## config.mk

```make
export PLATFORM = sky130hd
export DESIGN_NAME = sprite_plotter
export DESIGN_NICKNAME = d
export VERILOG_FILES = /design/src/rtl/sprite_plotter.sv
export SDC_FILE = /design/constraint.sdc
export NUM_CORES = 1
export LEC_CHECK = 0
export BUFFER_PORTS_ARGS = -buffer_cell sky130_fd_sc_hd__buf_2
export CORE_MARGIN = 8
export CORE_UTILIZATION = 40
export CTS_BUF_LIST = sky130_fd_sc_hd__clkbuf_16
export DETAILED_ROUTE_END_ITERATION = 16
export GPL_TIMING_DRIVEN = 0
export PLACE_DENSITY_LB_ADDON = 0.2
export SKIP_LAST_GASP = 1
export SLEW_MARGIN = 20
export SYNTH_ARGS = -nofsm -noshare
export SYNTH_HDL_FRONTEND = slang
export SYNTH_SLANG_ARGS = --single-unit
```

## constraint.sdc

```tcl
create_clock -name clk -period 5 [get_ports clk]
set_input_delay 0.5 -clock clk [delete_from_list [all_inputs] [get_ports clk]]
set_output_delay 0.5 -clock clk [all_outputs]
set_load 0.05 [all_outputs]
```

## src/rtl/sprite_plotter.sv

```systemverilog
// Serialises a DIM x DIM sprite into single-pixel plot strobes: erases the
// previously drawn image with the background colour, then draws the new one.
module sprite_plotter #(
  parameter int SCREEN_W = 160,
  parameter int SCREEN_H = 120,
  parameter int DIM      = 5
) (
  input  logic               clk,
  input  logic               reset,
  input  logic               go,
  input  logic [7:0]         x_in,
  input  logic [6:0]         y_in,
  input  logic [DIM*DIM-1:0] shape,
  input  logic [2:0]         colour,
  input  logic [2:0]         bg_colour,
  output logic [7:0]         x_plot,
  output logic [6:0]         y_plot,
  output logic [2:0]         colour_out,
  output logic               plot,
  output logic               busy,
  output logic               done
);

  localparam int NPIX = DIM * DIM;
  localparam int IW   = $clog2(NPIX);
  localparam int RW   = $clog2(DIM);
  localparam logic [IW-1:0] LAST  = IW'(NPIX - 1);
  localparam logic [RW-1:0] CLAST = RW'(DIM - 1);
  localparam logic [8:0]    XLIM  = 9'(SCREEN_W);
  localparam logic [7:0]    YLIM  = 8'(SCREEN_H);

  typedef enum logic [1:0] {S_IDLE, S_ERASE, S_DRAW, S_DONE} state_t;

  state_t            state_q, state_d;
  logic [IW-1:0]     idx_q, idx_d;
  logic [RW-1:0]     row_q, row_d, col_q, col_d;
  logic [7:0]        cur_x_q, cur_x_d, prev_x_q, prev_x_d;
  logic [6:0]        cur_y_q, cur_y_d, prev_y_q, prev_y_d;
  logic [NPIX-1:0]   cur_shape_q, cur_shape_d, prev_shape_q, prev_shape_d;
  logic [2:0]        cur_col_q, cur_col_d;
  logic              prev_valid_q, prev_valid_d;
  logic [7:0]        x_plot_q, x_plot_d;
  logic [6:0]        y_plot_q, y_plot_d;
  logic [2:0]        colour_q, colour_d;
  logic              plot_q, plot_d, busy_q, busy_d, done_q, done_d;

  // Pixel datapath: ERASE walks the remembered image, DRAW the latched one.
  logic              erase;
  logic [7:0]        base_x;
  logic [6:0]        base_y;
  logic [NPIX-1:0]   base_shape;
  logic [2:0]        pix_col;
  logic [8:0]        px;
  logic [7:0]        py;
  logic              hit;

  always_comb begin
    erase      = (state_q == S_ERASE);
    base_x     = erase ? prev_x_q     : cur_x_q;
    base_y     = erase ? prev_y_q     : cur_y_q;
    base_shape = erase ? prev_shape_q : cur_shape_q;
    pix_col    = erase ? bg_colour    : cur_col_q;
    px         = {1'b0, base_x} + {{(9-RW){1'b0}}, col_q};
    py         = {1'b0, base_y} + {{(8-RW){1'b0}}, row_q};
    hit        = base_shape[LAST - idx_q] && (px < XLIM) && (py < YLIM);
  end

  always_comb begin
    state_d      = state_q;
    idx_d        = idx_q;
    row_d        = row_q;
    col_d        = col_q;
    cur_x_d      = cur_x_q;
    cur_y_d      = cur_y_q;
    cur_shape_d  = cur_shape_q;
    cur_col_d    = cur_col_q;
    prev_x_d     = prev_x_q;
    prev_y_d     = prev_y_q;
    prev_shape_d = prev_shape_q;
    prev_valid_d = prev_valid_q;
    x_plot_d     = x_plot_q;
    y_plot_d     = y_plot_q;
    colour_d     = colour_q;
    plot_d       = 1'b0;
    done_d       = 1'b0;
    busy_d       = (state_q != S_IDLE);
    unique case (state_q)
      S_IDLE: begin
        if (go) begin
          cur_x_d     = x_in;
          cur_y_d     = y_in;
          cur_shape_d = shape;
          cur_col_d   = colour;
          idx_d       = '0;
          row_d       = '0;
          col_d       = '0;
          state_d     = prev_valid_q ? S_ERASE : S_DRAW;
        end
      end
      S_ERASE, S_DRAW: begin
        plot_d = hit;
        if (hit) begin
          x_plot_d = px[7:0];
          y_plot_d = py[6:0];
          colour_d = pix_col;
        end
        if (idx_q == LAST) begin
          idx_d   = '0;
          row_d   = '0;
          col_d   = '0;
          state_d = erase ? S_DRAW : S_DONE;
        end else begin
          idx_d = idx_q + 1'b1;
          if (col_q == CLAST) begin
            col_d = '0;
            row_d = row_q + 1'b1;
          end else begin
            col_d = col_q + 1'b1;
          end
        end
      end
      S_DONE: begin
        done_d       = 1'b1;
        prev_x_d     = cur_x_q;
        prev_y_d     = cur_y_q;
        prev_shape_d = cur_shape_q;
        prev_valid_d = 1'b1;
        state_d      = S_IDLE;
      end
      default: state_d = S_IDLE;
    endcase
  end

  always_ff @(posedge clk) begin
    if (reset) begin
      state_q      <= S_IDLE;
      idx_q        <= '0;
      row_q        <= '0;
      col_q        <= '0;
      cur_x_q      <= '0;
      cur_y_q      <= '0;
      cur_shape_q  <= '0;
      cur_col_q    <= '0;
      prev_x_q     <= '0;
      prev_y_q     <= '0;
      prev_shape_q <= '0;
      prev_valid_q <= 1'b0;
      x_plot_q     <= '0;
      y_plot_q     <= '0;
      colour_q     <= '0;
      plot_q       <= 1'b0;
      busy_q       <= 1'b0;
      done_q       <= 1'b0;
    end else begin
      state_q      <= state_d;
      idx_q        <= idx_d;
      row_q        <= row_d;
      col_q        <= col_d;
      cur_x_q      <= cur_x_d;
      cur_y_q      <= cur_y_d;
      cur_shape_q  <= cur_shape_d;
      cur_col_q    <= cur_col_d;
      prev_x_q     <= prev_x_d;
      prev_y_q     <= prev_y_d;
      prev_shape_q <= prev_shape_d;
      prev_valid_q <= prev_valid_d;
      x_plot_q     <= x_plot_d;
      y_plot_q     <= y_plot_d;
      colour_q     <= colour_d;
      plot_q       <= plot_d;
      busy_q       <= busy_d;
      done_q       <= done_d;
    end
  end

  assign x_plot     = x_plot_q;
  assign y_plot     = y_plot_q;
  assign colour_out = colour_q;
  assign plot       = plot_q;
  assign busy       = busy_q;
  assign done       = done_q;

endmodule

```

* Yosys cells after proc, flatten, opt, wreduce, memory -nomap -nowiden *
Index checks and enable logic that the tools add are counted.

cells by class
  multiplexer cells = 22
  eq/ne operators = 8
  $add $sub $neg = 6
  reduce and logical (&&, ||, !) cells = 12
  bitwise gates (word level) = 1
  order comparisons = 3

operators by type and width
  operator                                                    count
  2-to-1 mux 25 bit                                           1
  2-to-1 mux 3 bit                                            6
  one-hot mux 3 bit (2 select lines)                          2
  2-to-1 mux 5 bit                                            2
  one-hot mux 5 bit (2 select lines)                          1
  adder 8 x 3 -> 9 bit                                        1
  less-than comparator 9 x 8 -> 1 bit, second input constant  1
  adder 7 x 3 -> 8 bit                                        1
  less-than comparator 8 x 7 -> 1 bit, second input constant  1
  2-to-1 mux 8 bit                                            1
  AND reduction 2 bit                                         4
  2-to-1 mux 7 bit                                            1
  adder 3 x 1 -> 3 bit, second input constant                 2
  less-than comparator 5 x 6 -> 1 bit, second input constant  1
  2-to-1 mux 2 bit                                            3
  one-hot mux 2 bit (3 select lines)                          1
  adder 5 x 1 -> 5 bit, second input constant                 1
  binary-select mux 1 bit (select 5 bit)                      1
  equality test 5 bit, second input constant                  1
  subtractor 5 bit, first input constant                      1
  equality test 2 bit, second input constant                  2
  inequality test 2 bit, second input constant                2
  nonzero test 2 bit                                          2
  OR reduction 2 bit                                          2
  8 further kinds                                             11

storage, ports and cells
  register bits = 118
  output and inout port bits = 21
  word-level logic and storage cells = 70

* Depth between registers and ports, before layout *
  depth in word-level cells = 7
  gate-level depth with buffers = 18

* Least setup slack after synthesis *
Ideal clock, no wire load.

  path kind = reg2reg
  start point = register state_q[1]
  end point = register colour_q[0], in the netlist colour_out[0]
  cell stages (with the launch flop) = 17
  arrival time = 3.677 ns
  required time = 4.914 ns
  library setup time = 0.086 ns
  slack = 1.237 ns
  cell sequence = dfxtp_1 inv_1 ha_1 buf_6 buf_2 buf_1 mux2_2 ha_1 fa_1 a21oi_1 or3_4 o21bai_1 mux2i_1 o22a_1 clkbuf_1 a31oi_1 a211oi_1

between the ends
  word-level cells in the longest chain between the ends = 7
  elaborated cells on any way between the ends = 16
  those cells by class = 2 x add/sub; 2 x order compare; 2 x eq/ne; 6 x mux; 4 x reduce/logical

ends and longest elaborated chain
  item                                                                            RTL line  source
  start: declaration                                                              34        state_t state_q, state_d;
  start signal: assignment                                                        155       state_q <= state_d;
  equality test 2 x 1 -> 1 bit                                                    58, 87
  2-to-1 mux 8 bit or 2-to-1 mux 25 bit (tied branches)                           59, 61
  adder 8 x 3 -> 9 bit or binary-select mux 1 bit (select 5 bit) (tied branches)  63, 65
  less-than comparator 9 x 8 -> 1 bit or 2-to-1 mux 1 bit (tied branches)         65        hit = base_shape[LAST - idx_q] && (px < XLIM) && (py < YLIM);
  logical AND 1 bit (2 in series)                                                 65
  AND reduction 2 bit (no source line)                                            --
  end signal: assignment                                                          169       colour_q <= colour_d;
  end: declaration                                                                44        logic [2:0] colour_q, colour_d;

Several ways; a longest one is shown, not always the timed one. The select of a mux whose other input is x is not followed.
A chain may end at the register's enable or synchronous reset.

* Worst setup path in the final report *
  start point = register state_q[1]
  end point = register y_plot_q[2], in the netlist y_plot[2]

between the ends
  word-level cells in the longest chain between the ends = 7
  elaborated cells on any way between the ends = 15
  those cells by class = 2 x add/sub; 2 x order compare; 2 x eq/ne; 5 x mux; 4 x reduce/logical

ends and longest elaborated chain
  item                                                                            RTL line  source
  equality test 2 x 1 -> 1 bit                                                    58, 87
  2-to-1 mux 8 bit or 2-to-1 mux 25 bit (tied branches)                           59, 61
  adder 8 x 3 -> 9 bit or binary-select mux 1 bit (select 5 bit) (tied branches)  63, 65
  less-than comparator 9 x 8 -> 1 bit or 2-to-1 mux 1 bit (tied branches)         65
  logical AND 1 bit (2 in series)                                                 65
  AND reduction 2 bit (no source line)                                            --
  end signal: assignment                                                          168       y_plot_q <= y_plot_d;
  end: declaration                                                                43        logic [6:0] y_plot_q, y_plot_d;

Several ways; a longest one is shown, not always the timed one. The select of a mux whose other input is x is not followed.

==> out/results.tsv <==
metric	value	unit
leakage	0.00261	uW
grt_pass1_vias	4815	
via_per_inst	5.18	
dp.cells	880	
hp-class	in -> reg	
final-instance-count-excl-fill	911	
gp_congestion	0.814	
clockBufferDepth	2	
finalCriticalPeriod	4.28	ns
path_clk_slew	0.06	ns
finalSetupViolations	0	
seq_area_frac_synth	41.8	%
grt_max_degree	17	
antenna_cells	0	
fmax	0.234	GHz
yosysUniqueCellTypes	55	
io_pins	70	
cts-root-buf	clkbuf_16	
fin_ws	0.723	ns
hold_viol	0	
num_rows	43	
wl_per_cell	16.0	um
io_buffers	69	
vias	4716	
synthTopCellsByArea	dfxtp_1 42%, mux2i_1 12%, nand2_1 6.8%	
cts_tree	yes	
drv_cap	0	
cts_buffers	17	
cts_sinks	118	
p_per_area	516	nW/um2
grt_use_total	16.6	%
postCtsSetupRepairBufs	0	
yosysTopAreaCell	dfxtp_1	
syn_area	5650	um2
avgSynthCellArea	8.96	um2
core	13800	um2
die_area	18200	um2
synth_seq_cells	118	
worstMarginPinSlew	0.777	ns
yosys_warnings	0	
ir_worst_vdd	0.000223	V
cp-end-kind	register	
layout.nets	786	
finalSetupTns	0	ns
synth_top_cell_area_share	41.8	%
grt_pass1_wl	23800	um
initial_core_util	40.9	%
worst_ep_required_time	5.33	ns
htreeDepth	4	
rsz0062_at_grt	false	
ys.flop_type	dfxtp_1	
drc	0	
grt_overflow	0	
first_pass_iters	4	
post-dp-hpwl	11200	um
chipWidth	135	um
antenna_found_initial	0	
place_ws	0.262	ns
drive_above_1_share	18.1	%
synth_edf_count	0	
synthArstFlopShare	0	%
drt-initial-drc-count	247	
ctsResizeCount	0	
crit_path_start_kind	register	
status	complete, no violations	
path_max_fanout	19	
insertion_delay	0.41	ns
drv_slew	0	
crit_type	reg -> reg	
die_h	135	um
synth.most_common_cell	dfxtp_1	
post-route-util	49.0	%
yosys-top-cells-count	118 x dfxtp_1, 103 x nand2_1, 69 x mux2i_1	
cp_data_arrival_time	4.61	ns
ant_nets	0	
finalWirelength	14600	um
synth.net_count	699	
synth_cells	631	
slew_headroom	47.6	%
final.setup_skew	0.00546	ns
area_delta_synth_final	19.9	%
finalCritPeriodShare	85.5	%
hold_buffers	0	
[registers in the layout, summed over array words and instances, names as in the netlist]
name          flops
busy              1
col_q             3
colour_out        3
cur_col_q         3
cur_shape_q      25
cur_x_q           8
cur_y_q           7
done              1
idx_q             5
plot              1
prev_shape_q     25
prev_valid_q      1
prev_x_q          8
prev_y_q          7
row_q             3
state_q           2
x_plot            8
y_plot            7
[cell families after synthesis]
group,after synthesis,synth area share (%)
and+or+nand+nor,213,16.4
xor gates and xnor gates,19,3.08
DFF,118,41.8
AOI/OAI and AO/OA,121,13.2
adders and majority gates,19,4.47
muxes,82,16.1
buffers and inverters,59,4.96
[final timing paths]
kind	start	endpoint	slack (ns)	cells past startpoint
max	state_q[1]	y_plot[2]	0.72	15
max reg2reg	state_q[1]	y_plot[2]	0.72	15
min	shape[14]	cur_shape_q[14]	0.32	3
min reg2reg	cur_col_q[2]	cur_col_q[2]	0.46	2
[worst max-delay path, stage by stage (launching register included)]
cell      delay [ns]
dfxtp_1         0.34
inv_1           0.11
ha_1            0.28
buf_6           0.20
buf_2           0.47
mux2_2          0.41
ha_1            0.21
fa_1            0.41
a21oi_1         0.21
or3_4           0.18
o21bai_1        0.07
mux2i_1         0.19
o22a_1          0.32
clkbuf_1        0.40
nand4_1         0.18
a21oi_1         0.22
[power by group]
part | internal (uW) | switching [uW]
Sequential | 1050 | 84.8
Clock | 683 | 447
Combinational | 447 | 785
Total | 2180 | 1320
[final cells by class]
| class | instances | area, um2 |
|---|---|---|
| Multi-Input combinational cell | 454 | 3010 |
| Timing Repair Buffer | 69 | 345 |
| Inverter | 14 | 52.6 |
| Buffer | 44 | 224 |
| Clock buffer | 17 | 425 |
| Clock inverter | 15 | 133 |
| Fill cell | 1338 | 7050 |
| Sequential cell | 118 | 2360 |
| Tap cell | 180 | 225 |
[cell usage in the layout, fill, tap and decap left out, types with 3 or more instances in the layout]
| master | Yosys | routed |
|---|---|---|
| xor2_1 | 6 | 6 |
| nor3_1 | 6 | 6 |
| dfxtp_1 | 118 | 118 |
| buf_2 | 5 | 74 |
| mux4_2 | 5 | 5 |
| mux2i_1 | 69 | 69 |
| nor2b_1 | 3 | 3 |
| clkbuf_1 | 26 | 26 |
| clkinv_4 | 0 | 4 |
| nor2_1 | 61 | 61 |
| buf_1 | 6 | 5 |
| clkbuf_16 | 0 | 17 |
| nand2_1 | 103 | 103 |
| nand2b_1 | 3 | 3 |
| clkinvlp_4 | 0 | 4 |
| clkinv_2 | 0 | 4 |
| o21ai_0 | 7 | 7 |
| and2_1 | 3 | 3 |
| a21oi_1 | 64 | 64 |
| buf_6 | 4 | 4 |
| nand4_1 | 11 | 11 |
| o31ai_1 | 10 | 10 |
| nand3_1 | 11 | 11 |
| mux2_2 | 7 | 7 |
| a31oi_1 | 13 | 13 |
| ha_1 | 17 | 17 |
| a211oi_1 | 7 | 7 |
| inv_1 | 13 | 13 |
| xnor2_1 | 12 | 12 |
| buf_4 | 3 | 3 |
[per-stage QoR]
step	area, um2	power (uW)	hold WS [ns]
global placement	6220	2360	0.447
detailed placement	6220	2390	0.451
global route	6780	3710	0.311
CTS	6780	3530	0.304
floorplan	5650	2070	0.436
finish	6780	3500	0.318
[metal layers]
metal | global-route usage, % | share of wire (%) | vias to the layer above
met3 | 4.09 | 6.4 | 14
met4 | 6.74 | 1.5 | 0
met5 | 0 | 0 | -
met2 | 26.5 | 46 | 103
met1 | 20.9 | 46 | 2210
li1 | - | - | 2389
Power figures use the tool's default switching activity.
